### config.mk
export PLATFORM = sky130hd
export DESIGN_NAME = mole_round_ctrl
export DESIGN_NICKNAME = d
export VERILOG_FILES = /design/src/rtl/mole_pkg.sv /design/src/rtl/mole_lfsr.sv /design/src/rtl/mole_round_ctrl.sv
export SDC_FILE = /design/constraint.sdc
export NUM_CORES = 1
export LEC_CHECK = 0
export BUFFER_PORTS_ARGS = -buffer_cell sky130_fd_sc_hd__clkbuf_2
export CAP_MARGIN = 10
export CORE_ASPECT_RATIO = 1.25
export CORE_UTILIZATION = 30
export CTS_CLUSTER_SIZE = 14
export DETAILED_ROUTE_END_ITERATION = 12
export PLACE_DENSITY = 0.58
export SLEW_MARGIN = 25
export SYNTH_ARGS = -nofsm -noshare
export SYNTH_HDL_FRONTEND = slang
export SYNTH_SLANG_ARGS = --single-unit
export TNS_END_PERCENT = 20
### constraint.sdc
create_clock -name clk -period 3 [get_ports clk]
set_clock_uncertainty 0.2 [all_clocks]
set_input_delay 0.6 -clock clk [delete_from_list [all_inputs] [get_ports clk]]
set_output_delay 0.6 -clock clk [all_outputs]
set_load 0.03 [all_outputs]
### src/rtl/mole_pkg.sv
// Shared types and constants for the whack-a-mole round sequencer.
package mole_pkg;

  typedef enum logic [2:0] {
    ST_IDLE  = 3'd0,
    ST_SPAWN = 3'd1,
    ST_SHOW  = 3'd2,
    ST_GAP   = 3'd3,
    ST_OVER  = 3'd4
  } state_t;

  localparam int         POS_W_DEF = 2;
  localparam logic [7:0] LFSR_SEED = 8'hA5;
  // Galois form of x^8+x^6+x^5+x^4+1, shifting right
  localparam logic [7:0] LFSR_TAPS = 8'hB8;

  function automatic logic [7:0] lfsr_next(input logic [7:0] v);
    return (v >> 1) ^ (v[0] ? LFSR_TAPS : 8'h00);
  endfunction

endpackage

### src/rtl/mole_lfsr.sv
// Free-running 8-bit Galois LFSR; nonzero seed keeps it out of the lock-up state.
module mole_lfsr
  import mole_pkg::*;
(
  input  logic       clk,
  input  logic       rst_n,
  output logic [7:0] rnd
);

  always_ff @(posedge clk or negedge rst_n) begin
    if (!rst_n) rnd <= LFSR_SEED;
    else        rnd <= lfsr_next(rnd);
  end

endmodule

### src/rtl/mole_round_ctrl.sv
// Whack-a-mole round sequencer: places the mole, times the window, judges
// presses and keeps score/miss counts until the game ends.
//
//   state | meaning
//   IDLE  | waiting for start after reset
//   SPAWN | pick a new hole, load hold timer
//   SHOW  | mole up, judging presses / timeout
//   GAP   | mole down between rounds
//   OVER  | game ended, counts frozen until start
module mole_round_ctrl
  import mole_pkg::*;
#(
  parameter int POS_W       = POS_W_DEF,
  parameter int SCORE_W     = 8,
  parameter int HOLD_CYCLES = 8,
  parameter int GAP_CYCLES  = 4,
  parameter int MAX_MISSES  = 3
) (
  input  logic               clk,
  input  logic               rst_n,
  input  logic               start,
  input  logic               space,
  input  logic [POS_W-1:0]   num,
  output logic [POS_W-1:0]   pos,
  output logic               mole_active,
  output logic               hit,
  output logic               miss,
  output logic [SCORE_W-1:0] score,
  output logic [2:0]         misses,
  output logic               game_over
);

  localparam int TMR_MAX = (HOLD_CYCLES > GAP_CYCLES) ? HOLD_CYCLES : GAP_CYCLES;
  localparam int TMR_W   = (TMR_MAX > 2) ? $clog2(TMR_MAX) : 1;
  localparam logic [TMR_W-1:0] HOLD_LD = TMR_W'(HOLD_CYCLES - 1);
  localparam logic [TMR_W-1:0] GAP_LD  = TMR_W'(GAP_CYCLES - 1);
  localparam logic [2:0]       MISS_END = 3'(MAX_MISSES);

  state_t           state;
  state_t           state_nxt;
  logic [TMR_W-1:0] timer;
  logic             space_q;
  logic [7:0]       rnd;
  logic             unused_rnd;

  logic             press;
  logic             in_show;
  logic             timeout;
  logic             good_hit;
  logic             bad_round;
  logic             judged;
  logic [2:0]       misses_inc;
  logic             end_game;
  logic             start_game;
  logic [POS_W-1:0] rnd_pos;
  logic [POS_W-1:0] spawn_pos;

  mole_lfsr u_lfsr (
    .clk   (clk),
    .rst_n (rst_n),
    .rnd   (rnd)
  );

  // Only the low bits pick the hole; the rest just keep the sequence long.
  assign unused_rnd = ^rnd;

  assign press      = space & ~space_q;
  assign in_show    = (state == ST_SHOW);
  assign timeout    = (timer == '0);
  assign good_hit   = press && (num == pos);
  assign judged     = press || timeout;
  assign bad_round  = judged && !good_hit;
  assign misses_inc = misses + 3'd1;
  assign end_game   = (misses_inc == MISS_END);
  assign start_game = start && ((state == ST_IDLE) || (state == ST_OVER));
  assign rnd_pos    = rnd[POS_W-1:0];
  // Never repeat the previous hole: bump to the neighbour instead.
  assign spawn_pos  = (rnd_pos == pos) ? pos + POS_W'(1) : rnd_pos;

  always_comb begin
    state_nxt = state;
    case (state)
      ST_IDLE:  if (start) state_nxt = ST_SPAWN;
      ST_SPAWN: state_nxt = ST_SHOW;
      ST_SHOW:  if (judged) state_nxt = (bad_round && end_game) ? ST_OVER : ST_GAP;
      ST_GAP:   if (timeout) state_nxt = ST_SPAWN;
      ST_OVER:  if (start) state_nxt = ST_SPAWN;
      default:  state_nxt = ST_IDLE;
    endcase
  end

  always_ff @(posedge clk or negedge rst_n) begin
    if (!rst_n) begin
      state   <= ST_IDLE;
      timer   <= '0;
      space_q <= 1'b0;
    end else begin
      state   <= state_nxt;
      space_q <= space;
      case (state)
        ST_SPAWN: timer <= HOLD_LD;
        ST_SHOW:  timer <= judged ? GAP_LD : timer - TMR_W'(1);
        ST_GAP:   if (!timeout) timer <= timer - TMR_W'(1);
        default:  timer <= timer;
      endcase
    end
  end

  // Outputs follow state_nxt so they line up with the state register.
  always_ff @(posedge clk or negedge rst_n) begin
    if (!rst_n) begin
      pos         <= '0;
      mole_active <= 1'b0;
      hit         <= 1'b0;
      miss        <= 1'b0;
      score       <= '0;
      misses      <= '0;
      game_over   <= 1'b0;
    end else begin
      hit         <= in_show && good_hit;
      miss        <= in_show && bad_round;
      mole_active <= (state_nxt == ST_SHOW);
      game_over   <= (state_nxt == ST_OVER);
      if (state == ST_SPAWN) pos <= spawn_pos;
      if (start_game) begin
        score  <= '0;
        misses <= '0;
      end else if (in_show) begin
        if (good_hit && (score != '1)) score <= score + SCORE_W'(1);
        if (bad_round)                 misses <= misses_inc;
      end
    end
  end

endmodule

## Word level (Yosys, flattened, before mapping)

Index checks and enable logic that the tools add are counted.

- $add $sub $neg: 4
- Eq/ne operators: 11
- Muxes and demuxes: 16
- Reduce and logical (&&, ||, !) cells: 20
- Bitwise operators: 3

Operators by type and width:

| cell | number |
|---|---|
| 8-bit 2-to-1 mux | 4 |
| 3-bit 2-to-1 mux | 9 |
| 3-bit by 2-bit == test with 1-bit output (second input constant) | 4 |
| 3-bit one-hot mux with 4 select lines | 1 |
| 3-bit one-hot mux with 3 select lines | 1 |
| 8-bit by 1-bit adder with 8-bit output (second input constant) | 1 |
| 8-bit inequality test (second input constant) | 1 |
| 7-bit by 8-bit bitwise XOR with 8-bit output | 1 |
| 1-bit logical AND | 7 |
| 3-bit == test (second input constant) | 2 |
| 3-bit zero test | 2 |
| 2-bit AND reduction | 3 |
| 2-bit nonzero test | 3 |
| 2-bit == test | 2 |
| 3-bit by 1-bit adder with 3-bit output (second input constant) | 1 |
| 3-bit by 1-bit == test with 1-bit output (second input constant) | 1 |
| 3-bit nonzero test | 1 |
| 3-bit by 1-bit subtractor with 3-bit output (second input constant) | 1 |
| 2-bit by 1-bit adder with 2-bit output (second input constant) | 1 |
| 1-bit logical OR | 2 |
| 2-bit 2-to-1 mux | 1 |
| 2-bit inequality test (second input constant) | 1 |
| 2-bit OR reduction | 1 |
| 1-bit AND | 1 |
| 2 further kinds | 2 |

- Register bits: 32
- Input port bits: 6
- Output and inout port bits: 17

## Depth between registers and ports, before layout

- Depth in word-level cells: 10
- Depth in mapped cells: 7
- Gate-level depth less buffers: 6

## By module

A second synthesis with hierarchy kept.

- Cells, all modules: 144
- Area, all modules: 1524.0 um2

Modules (own cells, without submodules):

| module | area each (um2) | instances | cells an instance |
|---|---|---|---|
| mole_round_ctrl | 1292.5 | 1 | 133 |
| mole_lfsr | 231.5 | 1 | 11 |

## Least setup slack after synthesis

OpenSTA, ideal clock, no wires.

- Path type: input port to flip-flop
- Start: input num[0]
- End: register score[3]
- Stages: 4
- Arrival time: 1940 ps
- Slack: 782 ps
- Path through: xor2_1 > or4_4 > or4_1 > a21oi_1

- Cells in the longest elaborated chain, start to end: 5

RTL lines:

| what | line | source |
|---|---|---|
| start: declaration | mole_round_ctrl.sv:23 | `input logic [POS_W-1:0] num,` |
| 2-bit == test | mole_round_ctrl.sv:70 | `assign good_hit = press && (num == pos);` |
| 1-bit logical AND | mole_round_ctrl.sv:70 |  |
| 1-bit logical AND | mole_round_ctrl.sv:129 | `if (good_hit && (score != '1)) score <= score + SCORE_W'(1);` |
| 2-bit nonzero test (no source line) | -- |  |
| 2-bit AND reduction (no source line) | -- |  |
| end signal: assignment | mole_round_ctrl.sv:129 |  |
| end: declaration | mole_round_ctrl.sv:28 | `output logic [SCORE_W-1:0] score,` |

Every way passes these cells.
A chain may end at the register's enable or synchronous reset.

## Final worst setup path

- Start: register state[2]
- End: register score[3]

- Cells in the longest elaborated chain, start to end: 5

RTL lines:

| what | line | source |
|---|---|---|
| start: declaration | mole_round_ctrl.sv:39 | `state_t state;` |
| start signal: assignment | mole_round_ctrl.sv:98 | `state <= state_nxt;` |
| 3-bit == test / 3-bit zero test (equally long branches) | mole_round_ctrl.sv:75 | `assign start_game = start && ((state == ST_IDLE) \|\| (state == ST_OVER));` |
| 1-bit logical OR | mole_round_ctrl.sv:75 |  |
| 1-bit logical AND | mole_round_ctrl.sv:75 |  |
| 2-bit nonzero test (no source line) | -- |  |
| 2-bit AND reduction (no source line) | -- |  |

Parallel ways exist; a longest one is shown, timed or not.

==> impl_metrics.py <==
metrics = {
    "status": {
        "status": "complete, no violations",
    },
    "clock_network": {
        "cts_hold_buf": 0,
        "cts_resized": 0,
        "post_cts_buffers": 0,
        "numCtsBuffers": 5,
        "cts.sinks": 32,
        "clk_pin_slew_ps": 60,
        "clkLatencyLatePin_ps": 280,
        "cts_buffer_depth": 2,
        "cts-htree-levels": 2,
        "clockRootBuffer": "clkbuf_8",
        "tritoncts": "done",
    },
    "setup_path": {
        "r2r-start": "state[2]",
        "r2r_cells": 4,
        "arrival_ps": 2380,
        "regToRegEndpoint": "score[3]",
        "cp-start-kind": "flop",
        "required_ps": 3000,
        "cp_slowest_cell": "or4_1",
        "cp.buffers_inverters": 0,
        "regToRegSetupSlack_ps": 630,
        "crit_type": "flop to flop",
        "crit_path_max_incr_delay_ps": 520,
        "crit_fanout": 13,
        "crit_family": "simple AND/OR/NAND/NOR gates",
        "end_kind": "flop",
        "crit_chain": "or3b_1 > or4_4 > or4_1 > a21oi_1",
    },
    "routing": {
        "wl_per_cell_um": 13.3,
        "finalWirelength_um": 3020,
        "drtIter0Drc": 16,
        "vias": 1157,
        "drc_errors": 0,
        "drtAntennaViolNets": 0,
        "vias_per_cell": 5.12,
        "dr.pass1.iters": 4,
    },
    "logic_synthesis": {
        "synth_edf_count": 0,
        "synth_top_cells_by_count": "28 x dfrtp_1, 9 x a21oi_1, 8 x o21ai_0",
        "synth.avg_cell_area_um2": 10.8,
        "synth_nets": 152,
        "async_flop_share_pct": 100,
        "ys_top_cells_by_area": "dfrtp_1 46%, dfstp_2 6.9%, ha_1 4.1%",
        "synth.ff_latch_count": 32,
        "yosysSeqAreaShare_pct": 52.7,
        "syn_inst": 141,
        "synth_largest_area_cell": "dfrtp_1",
        "synth.top_cell.area_share_pct": 45.8,
        "yosysWarnings": 0,
        "synth_ff_type": "dfrtp_1",
        "syn-cell-area_um2": 1530,
        "yosysUniqueCellTypes": 41,
        "synth_most_common_cell": "dfrtp_1",
    },
    "power_and_ir_drop": {
        "switching_share_pct": 37.5,
        "combPwrFrac_pct": 33.2,
        "p_leak_uw": 0.000833,
        "total_power_uw": 1410,
        "p_per_area_nw_per_um2": 797,
        "p_int_uw": 881,
        "vdd_drop_max_mv": 0.347,
        "seq_power_share_pct": 43.1,
        "p_switching_uw": 528,
        "pwr-share-clk_pct": 23.7,
    },
    "finish": {
        "n_antenna_cell": 0,
        "area_growth_pct": 15.7,
        "drive_gt1_share_pct": 26.5,
        "nets": 176,
        "fill_cells": 489,
    },
    "flow_run": {
        "max-cap-violations": 0,
    },
    "timing": {
        "tns_ps": 0,
        "tightest_slew_ps": 798,
        "max_freq_mhz": 421,
        "fin_crit_ps": 2370,
        "fin_crit_sh_pct": 79.1,
        "rsz0062_at_grt": "false",
        "hold_viol": 0,
        "relSlewSlack_pct": 46.8,
        "setup_viol": 0,
        "report.final.slew_viol_count": 0,
    },
    "global_routing": {
        "grt_pass1_vias": 1164,
        "antenna_found_initial": 0,
        "grtUsageMet1_pct": 15.0,
        "grt_max_degree": 33,
        "use_met2_pct": 21.5,
        "top_usage_layer": "met2",
        "met3_usage_pct": 3.75,
        "grt_pass1_wl_um": 5170,
        "grt_overflow": 0,
        "track_usage_pct": 12.9,
    },
    "worst_hold_path": {
        "min_path_cells": 0,
        "min_from": "u_lfsr.rnd[3]",
        "holdPathEnd": "u_lfsr.rnd[2]",
        "hold_class": "flop to flop",
    },
    "placed_design": {
        "post-dp-hpwl_um": 2180,
        "gp_congestion": 0.861,
        "io_buffers": 22,
    },
    "floorplanning": {
        "start_util_pct": 31.9,
        "fp.dieW_um": 65.9,
        "core_um2": 4800,
        "dieHeight_um": 81.8,
        "rows": 28,
        "dieArea_um2": 5390,
        "num_io_pins": 23,
    },
}
-- cell families (layout without fill, tap and decap cells) --
group | Yosys count | in the layout | share of synthesized area (%)
AND/OR/NAND/NOR | 47 | 47 | 17.4
buffers and inverters | 11 | 36 | 3.93
AO/OA/AOI/OAI | 35 | 35 | 15.1
adder cells (fa/ha/maj) | 5 | 5 | 4.09
XOR/XNOR | 8 | 8 | 4.58
multiplexers | 3 | 3 | 2.13
flip-flops | 32 | 32 | 52.7
-- routing by layer --
metal	vias up	part of all wire (%)	wire (um)
li1	561	-	-
met2	32	49	1480
met1	559	44	1330
met3	5	4.9	148
met5	-	0	0
met4	0	2.2	65
-- cells in the final DEF, fill, tap and decap left out, drive strengths merged, types with 4 or more instances in the layout --
master,count
nor2,7
clkbuf,28
nand3,7
dfrtp,28
o21ai,9
nand2b,5
a21oi,9
nand2,6
inv,6
xor2,7
ha,5
dfstp,4
-- power groups by stage --
stage               clock, uW  combinational, uW  sequential [uW]
global route              368                515              623
global placement            0                452              609
detailed placement          0                472              615
finish                    334                468              607
CTS                       347                473              607
floorplan                   0                284              674
-- flip-flops by register name, summed over array words and instances, names as in the netlist --
| signal | count |
|---|---|
| score | 8 |
| u_lfsr.rnd | 8 |
| misses | 3 |
| state | 3 |
| timer | 3 |
| pos | 2 |
| game_over | 1 |
| hit | 1 |
| miss | 1 |
| mole_active | 1 |
| space_q | 1 |
-- worst max-delay path by stage --
| stage | endpoint | cells past startpoint | startpoint | slack (ps) |
|---|---|---|---|---|
| floorplan | score[3] | 4 | num[0] | 780 |
| global route | score[3] | 4 | state[1] | 540 |
| CTS | score[3] | 4 | state[2] | 640 |
| global placement | score[4] | 5 | num[0] | 600 |
| detailed placement | score[4] | 5 | num[0] | 570 |
| finish | score[3] | 4 | state[2] | 630 |
-- cell type report --
type	count	area, um2	share of cell area [%]
Clock buffer	6	82.6	4.67
Multi-Input combinational cell	98	663	37.5
Inverter	6	22.5	1.27
Tap cell	60	75.1	4.24
Sequential cell	32	806	45.5
Timing Repair Buffer	22	110	6.22
Clock inverter	2	10.0	0.566
-- per-stage QoR --
step	cells	hold slack, ps	cell area, um2	setup slack (ps)	util [%]
floorplan	141	104	1530	782	-
global placement	218	138	1680	603	34.9
detailed placement	218	146	1680	572	34.9
CTS	226	161	1770	635	36.9
global route	226	184	1770	536	36.9
finish	226	156	1770	627	36.9
(Power assumes the default switching activity.)
